## config.mk

```make
export PLATFORM = sky130hd
export DESIGN_NAME = pixel_collector
export DESIGN_NICKNAME = d
export VERILOG_FILES = /design/src/rtl/pixel_collector.sv
export SDC_FILE = /design/constraint.sdc
export NUM_CORES = 1
export LEC_CHECK = 0
export CAP_MARGIN = 20
export CORE_MARGIN = 4
export CORE_UTILIZATION = 60
export CTS_BUF_LIST = sky130_fd_sc_hd__clkbuf_16
export DETAILED_ROUTE_END_ITERATION = 7
export GPL_ROUTABILITY_DRIVEN = 1
export PLACE_DENSITY = 0.83
export SYNTH_ARGS = -nofsm -noshare
export SYNTH_HDL_FRONTEND = slang
export SYNTH_SLANG_ARGS = --single-unit
export TNS_END_PERCENT = 100
```

## constraint.sdc

```tcl
create_clock -name clock -period 8.1 [get_ports clock]
set_clock_uncertainty 0.1 [all_clocks]
set_input_delay 1.62 -clock clock [delete_from_list [all_inputs] [get_ports clock]]
set_output_delay 1.62 -clock clock [all_outputs]
set_load 0.005 [all_outputs]
```

## src/rtl/pixel_collector.sv

```systemverilog
// Collects 4-bit results from row-interleaved solvers and serialises them onto one framebuffer
// write port. Define PIXEL_COLLECTOR_STATS_EN to build the stall_cycles counter.
module pixel_collector #(
  parameter int unsigned NUM_SOLVERS = 2,
  parameter int unsigned NUM_COLUMNS = 640,
  parameter int unsigned NUM_ROWS    = 480,
  parameter int unsigned ADDR_W      = 19
) (
  input  logic                     clock,
  input  logic                     reset,
  input  logic                     start,
  input  logic [NUM_SOLVERS-1:0]   solver_ready,
  input  logic [4*NUM_SOLVERS-1:0] solver_out,
  output logic                     wr_valid,
  output logic [ADDR_W-1:0]        wr_addr,
  output logic [3:0]               wr_data,
  input  logic                     wr_ready,
  output logic                     busy,
  output logic                     frame_done,
  output logic                     overflow,
  output logic [31:0]              stall_cycles
);

  localparam int unsigned TOTAL = NUM_COLUMNS * NUM_ROWS;
  localparam int unsigned PTR_W = (NUM_SOLVERS > 1) ? $clog2(NUM_SOLVERS) : 1;
  localparam int unsigned COL_W = $clog2(NUM_COLUMNS + 1);
  localparam int unsigned PIX_W = $clog2(TOTAL + 1);

  typedef enum logic [1:0] {StIdle, StRun, StDone} state_e;

  state_e                   state_q;
  logic [PTR_W-1:0]         rr_ptr_q;
  logic [PIX_W-1:0]         pix_cnt_q;
  logic [NUM_SOLVERS-1:0]   slot_full_q;
  logic [3:0]               slot_data_q [NUM_SOLVERS];
  logic [ADDR_W-1:0]        slot_addr_q [NUM_SOLVERS];
  logic [ADDR_W-1:0]        addr_cnt_q  [NUM_SOLVERS];
  logic [COL_W-1:0]         col_q       [NUM_SOLVERS];

  logic                     handshake;
  logic                     last_pixel;
  logic                     load_out;
  logic                     grant_valid;
  logic [PTR_W-1:0]         grant_idx;
  logic [NUM_SOLVERS-1:0]   drain;

  assign handshake  = wr_valid & wr_ready;
  assign last_pixel = handshake && (pix_cnt_q == PIX_W'(TOTAL - 1));
  assign load_out   = (state_q == StRun) && (!wr_valid || handshake) && !last_pixel;

  // Round-robin pick: first full slot at or after the pointer.
  always_comb begin
    int unsigned      cand;
    logic [PTR_W-1:0] cand_idx;
    cand        = 0;
    cand_idx    = '0;
    grant_valid = 1'b0;
    grant_idx   = '0;
    for (int unsigned i = 0; i < NUM_SOLVERS; i++) begin
      cand     = (32'(rr_ptr_q) + i) % NUM_SOLVERS;
      cand_idx = PTR_W'(cand);
      if (!grant_valid && slot_full_q[cand_idx]) begin
        grant_valid = 1'b1;
        grant_idx   = cand_idx;
      end
    end
  end

  always_comb begin
    drain = '0;
    for (int unsigned k = 0; k < NUM_SOLVERS; k++) begin
      drain[k] = load_out && grant_valid && (grant_idx == PTR_W'(k));
    end
  end

  always_ff @(posedge clock) begin
    if (reset || start) begin
      state_q     <= reset ? StIdle : StRun;
      busy        <= !reset;
      rr_ptr_q    <= '0;
      pix_cnt_q   <= '0;
      slot_full_q <= '0;
      wr_valid    <= 1'b0;
      wr_addr     <= '0;
      wr_data     <= '0;
      frame_done  <= 1'b0;
      overflow    <= 1'b0;
      for (int unsigned k = 0; k < NUM_SOLVERS; k++) begin
        slot_data_q[k] <= '0;
        slot_addr_q[k] <= '0;
        addr_cnt_q[k]  <= ADDR_W'(k * NUM_COLUMNS);
        col_q[k]       <= '0;
      end
    end else if (state_q == StRun) begin
      for (int unsigned k = 0; k < NUM_SOLVERS; k++) begin
        if (drain[k]) slot_full_q[k] <= 1'b0;
        if (solver_ready[k]) begin
          if (!slot_full_q[k] || drain[k]) begin
            slot_full_q[k] <= 1'b1;
            slot_data_q[k] <= solver_out[4*k +: 4];
            slot_addr_q[k] <= addr_cnt_q[k];
            // End of row jumps over the rows owned by the other solvers.
            if (col_q[k] < COL_W'(NUM_COLUMNS - 1)) begin
              addr_cnt_q[k] <= addr_cnt_q[k] + ADDR_W'(1);
              col_q[k]      <= col_q[k] + COL_W'(1);
            end else begin
              addr_cnt_q[k] <= addr_cnt_q[k] + ADDR_W'((NUM_SOLVERS - 1) * NUM_COLUMNS + 1);
              col_q[k]      <= '0;
            end
          end else begin
            overflow <= 1'b1;
          end
        end
      end

      if (handshake) pix_cnt_q <= pix_cnt_q + PIX_W'(1);

      if (last_pixel) begin
        state_q    <= StDone;
        busy       <= 1'b0;
        frame_done <= 1'b1;
        wr_valid   <= 1'b0;
      end else if (load_out) begin
        wr_valid <= grant_valid;
        if (grant_valid) begin
          wr_addr  <= slot_addr_q[grant_idx];
          wr_data  <= slot_data_q[grant_idx];
          rr_ptr_q <= (grant_idx == PTR_W'(NUM_SOLVERS - 1)) ? '0 : grant_idx + PTR_W'(1);
        end
      end
    end
  end

`ifdef PIXEL_COLLECTOR_STATS_EN
  logic [31:0] stall_q;

  always_ff @(posedge clock) begin
    if (reset || start) begin
      stall_q <= '0;
    end else if ((state_q == StRun) && wr_valid && !wr_ready && (stall_q != '1)) begin
      stall_q <= stall_q + 32'd1;
    end
  end

  assign stall_cycles = stall_q;
`else
  assign stall_cycles = '0;
`endif

endmodule

```

======== Word-level counts from Yosys, hierarchy flattened ========
Memories as Yosys holds them, arrays and structs flattened. A register that Yosys moved wholly into a read port is not among the register bits.
Index checks and enable logic that the tools add are counted.
cells by class
  equal/unequal tests ..................... 2
  reduce and logical (&&, ||, !) cells .... 25
  mux-type cells .......................... 76
  $lt $le $gt $ge ......................... 4
  add/sub/neg operators ................... 9
  bitwise logic cells ..................... 15
operator list
  operator                                                                number
  19-bit two-way mux                                                      6
  1-bit two-way mux                                                       61
  19-bit by 1-bit adder with 19-bit output (second input constant)        3
  10-bit two-way mux                                                      4
  19-bit by 10-bit adder with 19-bit output (second input constant)       2
  10-bit by 1-bit adder with 10-bit output (second input constant)        2
  10-bit < comparator (second input constant)                             2
  19-bit equality test (second input constant)                            1
  1-bit OR                                                                12
  4-bit two-way mux                                                       2
  2-bit AND reduction                                                     4
  1-bit logical AND                                                       7
  1-bit logical NOT                                                       6
  2-bit two-way mux                                                       3
  2-bit nonzero test                                                      3
  1-bit logical OR                                                        4
  1-bit by 2-bit < comparator with 1-bit output (second input constant)   2
  4-bit AND reduction                                                     1
  1-bit adder (second input constant)                                     2
  2-bit by 1-bit equality test with 1-bit output (second input constant)  1
  1-bit NOT                                                               2
  1-bit AND                                                               1
word-level totals
  input bits .............................. 14
  output and inout bits ................... 59
  logic and storage cells ................. 143
  memories ................................ 4
  bits in registers ....................... 28
  RAM bits ................................ 104
memory list
  name         words  bits a word  rd ports  clocked after Yosys merged registers in  write ports  line  RTL
  addr_cnt_q   2      19           2         0                                        2            37    logic [ADDR_W-1:0] addr_cnt_q [NUM_SOLVERS];
  slot_addr_q  2      19           1         1                                        2            36    logic [ADDR_W-1:0] slot_addr_q [NUM_SOLVERS];
  col_q        2      10           2         0                                        2            38    logic [COL_W-1:0] col_q [NUM_SOLVERS];
  slot_data_q  2      4            1         1                                        2            35    logic [3:0] slot_data_q [NUM_SOLVERS];

======== Depth between registers and ports, before layout ========
Gate-level depths: netlist (run 1).
  word-level depth ........................ 16
  depth in mapped cells ................... 15
  gate-level depth less buffers ........... 14

======== Least setup slack after synthesis (run 1) ========
Ideal clock, no wire load.
  path type ............................... in2reg
  from .................................... in wr_ready
  to ...................................... mem addr_cnt_q[0][0], enable pin
  required time ........................... 7.545 ns
  slack ................................... 3.162 ns
  path buffers ............................ 0
  arrival ................................. 4.383 ns
  library setup time ...................... 0.455 ns
  stages on the path ...................... 6
  cell sequence ........................... and2_1 > nand3_1 > nor2_1 > nor3_1 > a21oi_1 > o21ai_0
RTL lines
  item             line  RTL
  start, declared  17    input logic wr_ready,
  end, declared    37

==> run summary, run 1 <==
Run status = completed
Depth of the most critical reg-to-reg path = 13
Number of buffers on the longest clock path = 2
Worst Tran Pin Value = 1040 ps
Synth Register Bits = 154
Synthesized area per cell = 10.5 µm²
Path category of the worst min-delay check = flip-flop to flip-flop
Warnings, synthesis = 0
Placer congestion estimate = 0.823
Antenna diode count = 0
Areal power density over the cells = 204 mW/mm²
Most frequent cells in the layout = 112 x sky130_fd_sc_hd__nor2_1, 96 x sky130_fd_sc_hd__edfxtp_1, 58 x sky130_fd_sc_hd__dfxtp_1
Kind of end point of the critical path = flip-flop
Aggregate global routing overflow = 0
Lkg Pwr = 3.07 nW
Count of different cell masters after synthesis = 60
Routed wire length per instance = 16.1 µm
Ports = 73
Total Die Area = 0.0143 mm²
Final worst-path setup slack = 3040 ps
Worst-path fanout max = 51
Internal power of the cells = 1.32 mW
Core region area = 0.0121 mm²
Complex-gate fraction of the synthesized area = 10.1%
Endpoint of the worst register-to-register path = addr_cnt_q[0][18]$_SDFFCE_PN0P_
Flop2flop setup slack = 3850 ps
Fraction of registers with async set or reset after synthesis = 0%
Cell Area, Synth = 0.00748 mm²
IR drop worst, VDD = 0.151 mV
Num CTS Buffers = 17
Xor/xnor share of the synthesized area = 5.97%
Skew-Pair Late Insertion Delay = 420 ps
Final setup TNS = 0 ps
Share of power burned in combinational logic = 5.1%
Iteration count of the initial detailed-routing pass = 5
Clk root buf = sky130_fd_sc_hd__clkbuf_16
Antenna violations before repair = 0
Req. time, crit path = 8160 ps
Worst relative slew slack = 30.6%
Hold-fix buffer count after cts = 0
Ys flop type = sky130_fd_sc_hd__edfxtp_1
Final worst-path cycle share = 62.5%
Layout Utilization = 69.3%
Count of mapped cells out of synthesis = 715
Overall Power = 1.71 mW
Worst setup path class = input port to flip-flop
Height of the die = 120 µm
Cell area after layout = 0.00839 mm²
Most frequent standard cell in the layout excluding fill and tap cells = sky130_fd_sc_hd__nor2_1
Chip width = 120 µm
Count of nets left with antenna violations after detail routing = 0
Adder and majority gate portion of the synthesized area = 1.17%
Quantity of gates resized following cts = 0
Largest family of logic cells by synthesized area = simple AND/OR/NAND/NOR gates
Setup repair after global routing missed its margin = no
Via count of the first global-routing pass = 4879
Power dissipated by switching net loads = 0.391 mW
Max Clk Rate = 0.197 GHz
Post-detailed-route via-to-cell ratio = 5.61
Area fraction in and, or, nand and nor cells after synthesis = 19.4%
All-layer global routing usage = 20.9%
Multiplexer share of the synthesized area = 3.49%
DRT iter0 DRCs = 504
Final hold vios = 0
Depth of the worst hold-timing path = 2
Count of final setup violators = 0
Fillers = 901
Dpl ws = 2610 ps
H-Tree Level Count = 4
CTS tree = yes
Switching share of total power = 22.9%
Post-detailed-route DRC marker count = 0
Origin of the critical flop-to-flop path = slot_full_q[0]$_SDFFE_PP0P_
DPL Wire Length = 10.3 mm
Max-cap violations = 0
Wire length of the first global-routing pass = 23.7 mm
Storage element area = 0.00404 mm²
Crit path launch type = input port
# Post-CTS Setup Buffers = 0
Clk slew on worst S/H paths = 60 ps
Critical path data arrival time = 5130 ps
Worst hold path endpoint = pix_cnt_q[1]$_SDFFE_PP0P_
Count of flip-flops with a built-in enable after synthesis = 96
Part of the power in registers = 52.3%
Footprint of the multi-input gates = 0.00314 mm²
Pin count of the biggest net entering global routing = 59
Total number of nets in the final design = 769
Area delta synth->final = 12.2%
Floorplan row count = 40
Final Critical Period = 5060 ps
Final slew viol count = 0
Port-buffer cells = 40
Clock sinks = 154
Starting utilization of the core area = 61.8%
Placement Cell Area = 0.00786 mm²
Share of post-route cells with drive strength above 1 = 6.70%
Routed via count = 5214
Min-Delay Startpoint = pix_cnt_q[1]$_SDFFE_PP0P_
Clk pwr share = 42.6%
Wire length reported by the detailed router = 14.9 mm
Fraction of the yosys area taken by sequential cells = 54.0%
## per-stage QoR
stage | hold WS (ps) | instances
after CTS | 396 | 929
after global routing | 426 | 929
after global placement | 357 | 897
final | 397 | 929
after floorplan | 350 | 746
after detailed placement | 386 | 897
## logic make-up (layout without fill, tap and decap cells)
| group | after synthesis | after routing |
|---|---|---|
| multiplexers | 26 | 26 |
| XOR/XNOR | 51 | 51 |
| buffers and inverters | 72 | 87 |
| adder cells (fa/ha/maj) | 7 | 7 |
| AND/OR/NAND/NOR | 298 | 298 |
| other | 1 | 32 |
| AO/OA/AOI/OAI | 106 | 106 |
| flip-flops | 154 | 154 |
## power by group through the flow
stage                     registers, mW  clock network [mW]  logic [mW]
after global placement            0.906                   0      0.0837
final                             0.893               0.728      0.0876
after floorplan                   0.900                   0      0.0744
after detailed placement          0.909                   0      0.0863
after global routing              0.896               0.768      0.0969
after CTS                         0.893               0.732      0.0875
## per-layer routing
metal | up-vias | wire, µm | GRT usage (%)
met2 | 197 | 7020 | 33.7
met4 | 0 | 415 | 9.66
li1 | 2525 | - | -
met1 | 2464 | 6660 | 27.2
met5 | - | 0 | 0
met3 | 28 | 859 | 4.52
## final cells by class
type                       count  share of cell area (%)
clock buffer                  17                    5.07
clock inverter                15                    1.28
inverter                      11                   0.492
multi-input combinational    520                    37.4
sequential                   154                    48.2
tap                          168                    2.50
timing repair buffer          44                    5.13
## synth_stat cells, types with 3 or more instances
master                     count  area [µm²]
sky130_fd_sc_hd__a211oi_1     25         188
sky130_fd_sc_hd__a21oi_1      19        95.1
sky130_fd_sc_hd__a31oi_1       7        43.8
sky130_fd_sc_hd__and2_1        4        25.0
sky130_fd_sc_hd__and3_1       12        75.1
sky130_fd_sc_hd__buf_1         5        18.8
sky130_fd_sc_hd__buf_2         5        25.0
sky130_fd_sc_hd__buf_4        34         255
sky130_fd_sc_hd__buf_6         4        45.0
sky130_fd_sc_hd__clkbuf_1     13        48.8
sky130_fd_sc_hd__dfxtp_1      58        1160
sky130_fd_sc_hd__edfxtp_1     96        2880
sky130_fd_sc_hd__ha_1          7        87.6
sky130_fd_sc_hd__inv_1        11        41.3
sky130_fd_sc_hd__mux2i_1      25         250
sky130_fd_sc_hd__nand2_1      43         161
sky130_fd_sc_hd__nand2b_1      6        37.5
sky130_fd_sc_hd__nand3_1      35         175
sky130_fd_sc_hd__nand4_1       9        56.3
sky130_fd_sc_hd__nor2_1      113         424
sky130_fd_sc_hd__nor2b_1      48         300
sky130_fd_sc_hd__nor3_1        7        35.0
sky130_fd_sc_hd__o211ai_1      4        30.0
sky130_fd_sc_hd__o21a_1        3        22.5
sky130_fd_sc_hd__o21ai_0      25         125
sky130_fd_sc_hd__o31ai_1       3        22.5
sky130_fd_sc_hd__or3_1         6        37.5
sky130_fd_sc_hd__xnor2_1      18         158
sky130_fd_sc_hd__xor2_1       33         289
## critical path: stages
cell and delay, ps:
sky130_fd_sc_hd__clkdlybuf4s50_1 460, sky130_fd_sc_hd__or2_2 770, sky130_fd_sc_hd__inv_1 310, sky130_fd_sc_hd__and3_1 310, sky130_fd_sc_hd__o211a_1 230, sky130_fd_sc_hd__nor2b_4 220
sky130_fd_sc_hd__nor2_2 700, sky130_fd_sc_hd__or2_1 380, sky130_fd_sc_hd__nor2_1 90
## registers in the layout, indices dropped and copies added, names as in the netlist
name and flops:
wr_data 4, overflow 1, slot_full_q 2, slot_data_q 8
slot_addr_q 38, addr_cnt_q 38, rr_ptr_q 1, state_q 1
busy 1, pix_cnt_q 19, wr_valid 1, wr_addr 19
col_q 20, frame_done 1
## how the worst max path moves through the flow
stage / startpoint / to / depth (start not counted) / slack, ps
4_1_cts: reset / col_q[0][3]$_SDFFCE_PP0P_ / 9 / 3040
3_5_place_dp: reset / col_q[0][4]$_SDFFCE_PP0P_ / 9 / 2610
2_1_floorplan: wr_ready / addr_cnt_q[0][0]$_SDFFCE_PN0P_ / 6 / 3160
6_report: reset / col_q[0][3]$_SDFFCE_PP0P_ / 9 / 3040
5_1_grt: start / col_q[0][9]$_SDFFCE_PP0P_ / 9 / 2720
3_3_place_gp: reset / col_q[0][5]$_SDFFCE_PP0P_ / 9 / 2790
No activity file was read; power rests on OpenSTA's default activity.
==> run 2, diff against run 1 <==
--- a/config.mk
+++ b/config.mk
@@ -7,11 +7,11 @@
 export LEC_CHECK = 0
 export CAP_MARGIN = 20
 export CORE_MARGIN = 4
-export CORE_UTILIZATION = 60
+export CORE_UTILIZATION = 57
 export CTS_BUF_LIST = sky130_fd_sc_hd__clkbuf_16
 export DETAILED_ROUTE_END_ITERATION = 7
 export GPL_ROUTABILITY_DRIVEN = 1
-export PLACE_DENSITY = 0.83
+export PLACE_DENSITY = 0.8
 export SYNTH_ARGS = -nofsm -noshare
 export SYNTH_HDL_FRONTEND = slang
 export SYNTH_SLANG_ARGS = --single-unit
==> constraint.sdc (replaced) <==
create_clock -name clock -period 5.28 [get_ports clock]
set_clock_uncertainty 0.1 [all_clocks]
set_input_delay 1.056 -clock clock [delete_from_list [all_inputs] [get_ports clock]]
set_output_delay 1.056 -clock clock [all_outputs]
set_load 0.005 [all_outputs]
==> run 2 against run 1 <==
Net effect:
- routed wire length grew 2.6%
- sequential power grew 53%
- die area grew 4.9%
- global-route usage grew 0.67 points
- sequential share of layout area shrank 0.24 points
- largest power group unchanged
- cell count grew 0.75%
- critical path depth grew 5
- power grew 54%
- via count grew 0.40%
- register-to-register slack lost 2200 ps
- cell area grew 0.51%
- worst setup slack lost 1800 ps
==> run summary, run 2 (synthesis gave the netlist of run 1 again) <==
Run status = completed (unchanged)
Max-cap violations = 0 (unchanged)
Crit path launch type = input port (unchanged)
Iteration count of the initial detailed-routing pass = 5 (unchanged)
Clk slew on worst S/H paths = 60 ps (about the same)
Hold slack = 375 ps (was 397 ps)
# Post-CTS Setup Buffers = 0 (unchanged)
Ports = 73 (unchanged)
Final hold vios = 0 (unchanged)
Via count of the first global-routing pass = 5179 (was 4879)
Final setup TNS = 0 ps (unchanged)
Dpl ws = 828 ps (was 2610 ps)
Number of buffers on the longest clock path = 2 (unchanged)
Skew-Pair Late Insertion Delay = 430 ps (was 420 ps)
Clock sinks = 154 (unchanged)
Routed via count = 5235 (was 5214)
Final worst-path cycle share = 77.1%
Total number of nets in the final design = 772 (was 769)
Req. time, crit path = 5310 ps (was 8160 ps)
Lkg Pwr = 3.09 nW (was 3.07 nW)
Final slew viol count = 0 (unchanged)
Wire length of the first global-routing pass = 25.3 mm (was 23.7 mm)
Total Die Area = 0.0150 mm² (was 0.0143 mm²)
Area delta synth->final = 12.8% (was 12.2%)
Wire length reported by the detailed router = 15.3 mm (was 14.9 mm)
Post-detailed-route via-to-cell ratio = 5.59 (was 5.61)
Routed wire length per instance = 16.4 µm (was 16.1 µm)
Post-detailed-route DRC marker count = 0 (unchanged)
Core region area = 0.0127 mm² (was 0.0121 mm²)
Floorplan row count = 41 (was 40)
Most frequent cells in the layout = 112 x sky130_fd_sc_hd__nor2_1, 96 x sky130_fd_sc_hd__edfxtp_1, 58 x sky130_fd_sc_hd__dfxtp_1 (unchanged)
Clk root buf = sky130_fd_sc_hd__clkbuf_16 (unchanged)
Port-buffer cells = 40 (unchanged)
DRT iter0 DRCs = 505 (was 504)
IR drop worst, VDD = 0.209 mV (was 0.151 mV)
Share of post-route cells with drive strength above 1 = 7.20% (was 6.70%)
Count of nets left with antenna violations after detail routing = 0 (unchanged)
Biggest regs = addr_cnt_q (38), slot_addr_q (38), col_q (20) (unchanged)
Quantity of gates resized following cts = 0 (unchanged)
Worst-path fanout max = 7 (was 51)
Worst relative slew slack = 32.5% (was 30.6%)
Antenna violations before repair = 0 (unchanged)
Critical path data arrival time = 4100 ps (was 5130 ps)
Hold-fix buffer count after cts = 0 (unchanged)
Pin count of the biggest net entering global routing = 46 (was 59)
Height of the die = 123 µm (was 120 µm)
Count of final setup violators = 0 (unchanged)
Setup repair after global routing missed its margin = no (unchanged)
Chip width = 123 µm (was 120 µm)
All-layer global routing usage = 21.6% (was 20.9%)
Kind of end point of the critical path = flip-flop (unchanged)
Starting utilization of the core area = 58.8% (was 61.8%)
Aggregate global routing overflow = 0 (unchanged)
Path category of the worst min-delay check = flip-flop to flip-flop (unchanged)
Final worst-path setup slack = 1210 ps (was 3040 ps)
Antenna diode count = 0 (unchanged)
Final Critical Period = 4070 ps
H-Tree Level Count = 4 (unchanged)
Worst setup path class = input port to flip-flop (unchanged)
Areal power density over the cells = 311 mW/mm² (was 204 mW/mm²)
Num CTS Buffers = 17 (unchanged)
Worst Tran Pin Value = 1010 ps (was 1040 ps)
Placer congestion estimate = 0.893 (was 0.823)
Max Clk Rate = 0.246 GHz
DPL Wire Length = 10.6 mm (was 10.3 mm)
Most frequent standard cell in the layout excluding fill and tap cells = sky130_fd_sc_hd__nor2_1 (unchanged)
CTS tree = yes (unchanged)
-- run 2: critical path: stages --
cell                              delay [ps]
sky130_fd_sc_hd__clkdlybuf4s50_1         460
sky130_fd_sc_hd__and2_1                  210
sky130_fd_sc_hd__nand3_1                 120
sky130_fd_sc_hd__o211ai_2                130
sky130_fd_sc_hd__a211oi_4                550
sky130_fd_sc_hd__and3_1                  290
sky130_fd_sc_hd__ha_1                    270
sky130_fd_sc_hd__nand4_1                 110
sky130_fd_sc_hd__nor2_1                   70
sky130_fd_sc_hd__o31ai_1                 340
sky130_fd_sc_hd__nor2_1                  150
sky130_fd_sc_hd__nand3_1                 120
sky130_fd_sc_hd__xor2_1                  150
sky130_fd_sc_hd__nor2_1                   60
-- run 2: per-layer routing --
layer  vias up  routed length, µm  part of all wire [%]  track usage (%)
li1       2539                  -                     -                -
met5         -                  0                     0                0
met1      2496               6540                    43             26.6
met4         0                314                   2.0             8.89
met2       175               7570                    49             36.9
met3        25                899                   5.9             4.88
-- run 2: per-stage QoR --
stage | power (mW) | area (µm²) | util (%) | instances
2_1_floorplan | 1.49 | 7600 | - | 746
4_1_cts | 2.63 | 8440 | 66.3 | 936
6_report | 2.62 | 8440 | 66.3 | 936
3_3_place_gp | 1.52 | 7900 | 62.1 | 904
5_1_grt | 2.71 | 8440 | 66.3 | 936
3_5_place_dp | 1.53 | 7900 | 62.1 | 904
-- run 2: final cells by class --
class | instances | area [µm²]
clock buffer | 17 | 425
clock inverter | 15 | 110
fill | 937 | 4290
inverter | 11 | 41.3
multi-input combinational | 520 | 3140
sequential | 154 | 4040
tap | 172 | 215
timing repair buffer | 47 | 465
-- run 2: final timing paths --
kind / start / slack (ps) / to / cells after the start
setup / recovery: wr_ready / 1210 / addr_cnt_q[0][18]$_SDFFCE_PN0P_ / 14
hold / removal: frame_done$_SDFFE_PP0P_ / 370 / frame_done$_SDFFE_PP0P_ / 2
setup reg to reg: busy$_SDFFCE_PN0P_ / 1660 / addr_cnt_q[0][18]$_SDFFCE_PN0P_ / 12
hold reg to reg: frame_done$_SDFFE_PP0P_ / 370 / frame_done$_SDFFE_PP0P_ / 2
-- run 2: power breakdown --
part           leakage, nW  internal, mW  switching [mW]
Combinational         1.27        0.0552          0.0832
Clock                0.283         0.640           0.475
Sequential            1.53          1.33          0.0409
Total                 3.09          2.02           0.599
==> RTL change 1, RTL diff (flow settings as in run 2) <==
Add a define of `PIXEL_COLLECTOR_STATS_EN`.
--- a/src/rtl/pixel_collector.sv
+++ b/src/rtl/pixel_collector.sv
@@ -1,5 +1,7 @@
 // Collects 4-bit results from row-interleaved solvers and serialises them onto one framebuffer
 // write port. Define PIXEL_COLLECTOR_STATS_EN to build the stall_cycles counter.
+`define PIXEL_COLLECTOR_STATS_EN
+
 module pixel_collector #(
   parameter int unsigned NUM_SOLVERS = 2,
   parameter int unsigned NUM_COLUMNS = 640,
Function: no difference found for any inputs over 4 cycles, from zero or initial values; that may be too few to reach the edited logic, so the function may still have changed.
==> RTL change 1 against run 2 <==
Worst setup slack lost 0.048 ns. Synthesized area increased by 18%. Final cell count grew 20%. Total power up 13%. Via count up 27%. Sequential cell count rose by 32. Final area up 22%. Count of clock-buffer cells in the layout unchanged. Wire length up 19%. Sequential power grew 18%. Critical path type unchanged. Highest routed layer unchanged.
==> RTL change 1: results (changes against run 2) <==
| Metric | Value |
|---|---|
| R2r setup slk | 1.84 ns (+0.18 ns) |
| Top Metal Used | met4 |
| Slowest CP cell | clkdlybuf4s50_1 |
| FF+latch area | 0.00468 mm2 (+16%) |
| Crit Reg-Reg Endpoint | addr_cnt_q[0][16] |
| Met2 wire len | 8.60 mm (+14%) |
| Cell types with the highest counts after synthesis | nor2_1 (108), edfxtp_1 (96), dfxtp_1 (90) |
| Slew HR | 29.4% (-3.2 points) |
| Reg-to-Reg Start | pix_cnt_q[0] |
| Met3 WL | 781 um (-13%) |
| RePlAce Congestion | 0.829 (-7.1%) |
| Largest net degree at the start of global routing | 73 (+59%) |
| GRT Total Usage | 21.0% (-0.64 points) |
| CP Max Fanout | 10 (+3) |
| Outcome | finished, final reports clean |
| Placed Area | 0.00972 mm2 (+23%) |
| Fmax | 0.243 GHz (-1.2%) |
| Detailed placement HPWL | 12.2 mm (+15%) |
| Peak supply drop | 226 uV (+8.3%) |
| Slowest Stage Delay on Critical Path | 0.58 ns (+0.03 ns) |
| Distinct cells, synth | 67 (+12%) |
| Vias in the first global route | 6152 (+19%) |
| Met1 Track Usage GR | 29.4% (+2.9 points) |
| Path depth of the worst reg2reg path | 11 (-1) |
| Post-Route WL | 18.3 mm (+19%) |
| Share of layout cells above drive strength 1 | 6.82% (-0.38 points) |
| Starting DRT DRC Count | 515 (+2.0%) |
| Port-buffer cells | 72 (+80%) |
| Pre-CTS WS | 0.726 ns (-0.102 ns) |
| Fill count | 1170 (+25%) |
| NumNets Final | 948 (+23%) |
-- RTL change 1: cell types whose count changed in the layout (fill, tap and decap cells not counted), sizes merged, moves of 10 or more --
| cell | change |
|---|---|
| clkdlybuf4s50 | +32 |
| or3 | +21 |
| dfxtp | +32 |
| and4 | +11 |
| nor2b | -42 |
| a21oi | +19 |
| conb | -32 |
| and2 | +49 |
| nor3 | +12 |
| nand4 | +10 |
-- RTL change 1: cell type report --
class	count	area share (%)
inverters	13	0.475
multi-input cells	627	38.5
flip-flops and latches	186	45.6
well taps	188	2.29
clock inverters	15	1.36
repair buffers	81	7.67
clock buffers	17	4.14
-- RTL change 1: where the power goes --
part	switching (mW)	internal [mW]
Clock	0.573	0.657
Sequential	0.0385	1.57
Combinational	0.0826	0.0524
Total	0.694	2.28
-- RTL change 1: worst min path at each step --
stage,to,depth (start not counted),startpoint,slack (ns)
detailed placement,frame_done,2,frame_done,0.34
global route,frame_done,2,frame_done,0.39
global placement,frame_done,2,frame_done,0.34
finish,frame_done,2,frame_done,0.35
floorplan,frame_done,2,frame_done,0.34
CTS,frame_done,2,frame_done,0.35
-- RTL change 1: cell families after synthesis --
family          Yosys count  synth area share, %
flops                   186                 53.0
buf+inv                  55                 2.49
xor+xnor                 58                 5.75
simple gates            381                 22.7
mux                      36                 4.19
fa+ha+maj                 8                 1.13
compound gates          144                 10.7
-- RTL change 1: per-stage QoR --
step                      instances  hold WS [ns]  total power [mW]
final                          1127         0.347              2.97
after global routing           1127         0.389              3.06
after CTS                      1127         0.349              2.98
after detailed placement       1095         0.341              1.77
after global placement         1095         0.335              1.77
after floorplan                 868         0.342              1.72
==> RTL change 2, RTL diff (config.mk and constraints of run 2) <==
Made on the original files. Re-encode `state_e` (3 states) as one-hot, 3 bits wide.
--- a/src/rtl/pixel_collector.sv
+++ b/src/rtl/pixel_collector.sv
@@ -26,7 +26,7 @@
   localparam int unsigned COL_W = $clog2(NUM_COLUMNS + 1);
   localparam int unsigned PIX_W = $clog2(TOTAL + 1);
 
-  typedef enum logic [1:0] {StIdle, StRun, StDone} state_e;
+  typedef enum logic [2:0] {StIdle = 3'b001, StRun = 3'b010, StDone = 3'b100} state_e;
 
   state_e                   state_q;
   logic [PTR_W-1:0]         rr_ptr_q;
Behaviour: no difference found for any inputs over 4 cycles, from zero or initial values; so few cycles prove little.
==> RTL change 2 against run 2 <==
Sequential cell count grew 1. Clock power is 13% higher. First-iteration DRC count is 6.9% lower. Final area up 0.15%. Wire length decreased by 1.2%. Critical path depth stayed put. Die area down 0.41%. Count of clock-buffer cells in the layout rose by 2. Total power rose by 4.5%. Worst setup slack improved by 0.029 ns. Synthesized area down 0.43%.
==> RTL change 2: results (changes against run 2) <==
| Metric | Value |
|---|---|
| Cts repair resizes | 0 (unchanged) |
| Outcome | finished, final reports clean |
| GRT Total Usage | 20.7% (-0.88 points) |
| Post-Place Cells | 906 (+0.22%) |
| Compound-gate portion of the synthesized area | 10.6% (+0.55 points) |
| Post-Route WL | 15.1 mm (-1.2%) |
| Placed Area | 0.00783 mm2 (-0.92%) |
| H-tree depth | 4 (unchanged) |
| Initial antenna violation count | 0 (unchanged) |
| NumNets Final | 774 (+0.26%) |
| Syn_area_per_cell | 10.3 um2 (-1.7%) |
| RePlAce Congestion | 0.858 (-3.9%) |
| Met3 usage | 5.76% (+0.88 points) |
| Max clock buf depth | 2 (unchanged) |
| CP Max Fanout | 5 (-2) |
| Cell types with the highest counts after synthesis | nor2_1 (105), edfxtp_1 (97), nand2_1 (85) |
| Share of layout cells above drive strength 1 | 7.18% (-0.019 points) |
| Via/cell ratio | 5.63 (+0.72%) |
| Vias in the first global route | 4991 (-3.6%) |
| Hold crit path type | reg -> reg |
| FFs w/ async S/R, synth | 0% (unchanged) |
| CTS Root Cell | clkbuf_16 |
| Synth Area in XOR/XNOR | 6.11% (+0.14 points) |
| Top post-synthesis cells by area | edfxtp_1 (39%), dfxtp_1 (16%), nor2_1 (5.3%), nand2_1 (4.3%), xor2_1 (4.1%) |
| CTS Buf Count | 17 (unchanged) |
| Regs by FF count | addr_cnt_q (38), slot_addr_q (38), col_q (20) |
| Register clock-pin slew on the reported worst setup and hold paths | 0.06 ns (about the same) |
| Distinct cells, synth | 57 (-5.0%) |
| Met1 Track Usage GR | 26.1% (-0.47 points) |
| Mux contribution to synthesized area | 0.554% (-2.9 points) |
| Post-CTS setup buffer count | 0 (unchanged) |
| Ant. Diodes | 0 (unchanged) |
| Yosys warnings | 0 (unchanged) |
| Number of synthesized flops with an enable pin | 97 (+1.0%) |
| Worst-Margin Slew | 0.958 ns (-0.0539 ns) |
| Most Used Layer, Global Route | met2 |
| Crit path DAT | 4.10 ns (about the same) |
| Largest net degree at the start of global routing | 50 (+8.7%) |
| First-pass GRT wire length | 24.2 mm (-4.2%) |
| GR Util met2 | 33.8% (-3.1 points) |
| Post-Synth Adder-Cell Area | 1.18% (+0.0051 points) |
| Via count | 5284 (+0.94%) |
| Pleak | 2.96 nW (-4.2%) |
| Sequential area share after synthesis | 54.7% (+0.64 points) |
| Starting DRT DRC Count | 470 (-6.9%) |
| TritonRoute pass-1 iters | 5 (unchanged) |
| Clock Latency Late Sink | 0.42 ns |
| Peak supply drop | 223 uV (+7.0%) |
| Port-buffer cells | 40 (unchanged) |
| Detailed placement HPWL | 9.96 mm (-5.6%) |
-- RTL change 2: changes by cell type in the layout (fill, tap and decap cells not counted), moves of 7 or more --
cell and delta:
nand2_1 +42, a211oi_1 -24, a311oi_1 +24, mux2i_1 -22, nor2_1 -7
-- RTL change 2: logic make-up after synthesis --
group,Yosys count
other,1
flip-flops,155
buffers and inverters,75
AO/OA/AOI/OAI,103
multiplexers,4
adder cells (fa/ha/maj),7
AND/OR/NAND/NOR,327
XOR/XNOR,52
-- RTL change 2: through the flow --
step           utilization [%]  setup WS [ns]
3_3_place_gp              61.5          0.947
4_1_cts                   66.4           1.25
5_1_grt                   66.4          0.924
6_report                  66.4           1.24
3_5_place_dp              61.5          0.814
2_1_floorplan                -           1.74
-- RTL change 2: worst max-delay path, cell delays in order --
cell and delay, ns:
clkdlybuf4s50_1 0.55, nand2b_1 0.17, nand2_1 0.09, o21ai_0 0.25, nand3_1 0.27, nor2_1 0.27, ha_1 0.29, and3_1 0.17
a31o_2 0.26, a31oi_1 0.23, nor2_1 0.14, nand3_1 0.12, xor2_1 0.16, nor2_1 0.05
-- RTL change 2: per-layer routing --
metal	share of wire, %	vias to the layer above	wire, um
met2	48	196	7270
met3	7.6	38	1160
li1	-	2535	-
met5	0	-	0
met1	42	2515	6360
met4	2.4	0	356
-- RTL change 2: report_power, final --
group	internal (mW)	leakage (nW)	switching, mW
logic	0.0445	1.12	0.0721
registers	1.33	1.54	0.0341
clock network	0.791	0.299	0.468
-- RTL change 2: final timing paths --
| path | depth (start not counted) | slack [ns] | startpoint | end |
|---|---|---|---|---|
| worst min register to register | 2 | 0.36 | frame_done | frame_done |
| worst max register to register | 13 | 1.68 | state_q[0] | addr_cnt_q[0][16] |
| worst min-delay path | 2 | 0.36 | frame_done | frame_done |
| worst max-delay path | 14 | 1.24 | wr_ready | addr_cnt_q[0][16] |
-- RTL change 2: layout make-up --
type	count	area, um2
Multi-Input combinational cell	525	3070
Tap cell	172	215
Clock buffer	19	475
Sequential cell	155	4070
Fill cell	966	4270
Clock inverter	13	145
Timing Repair Buffer	45	438
Inverter	9	33.8
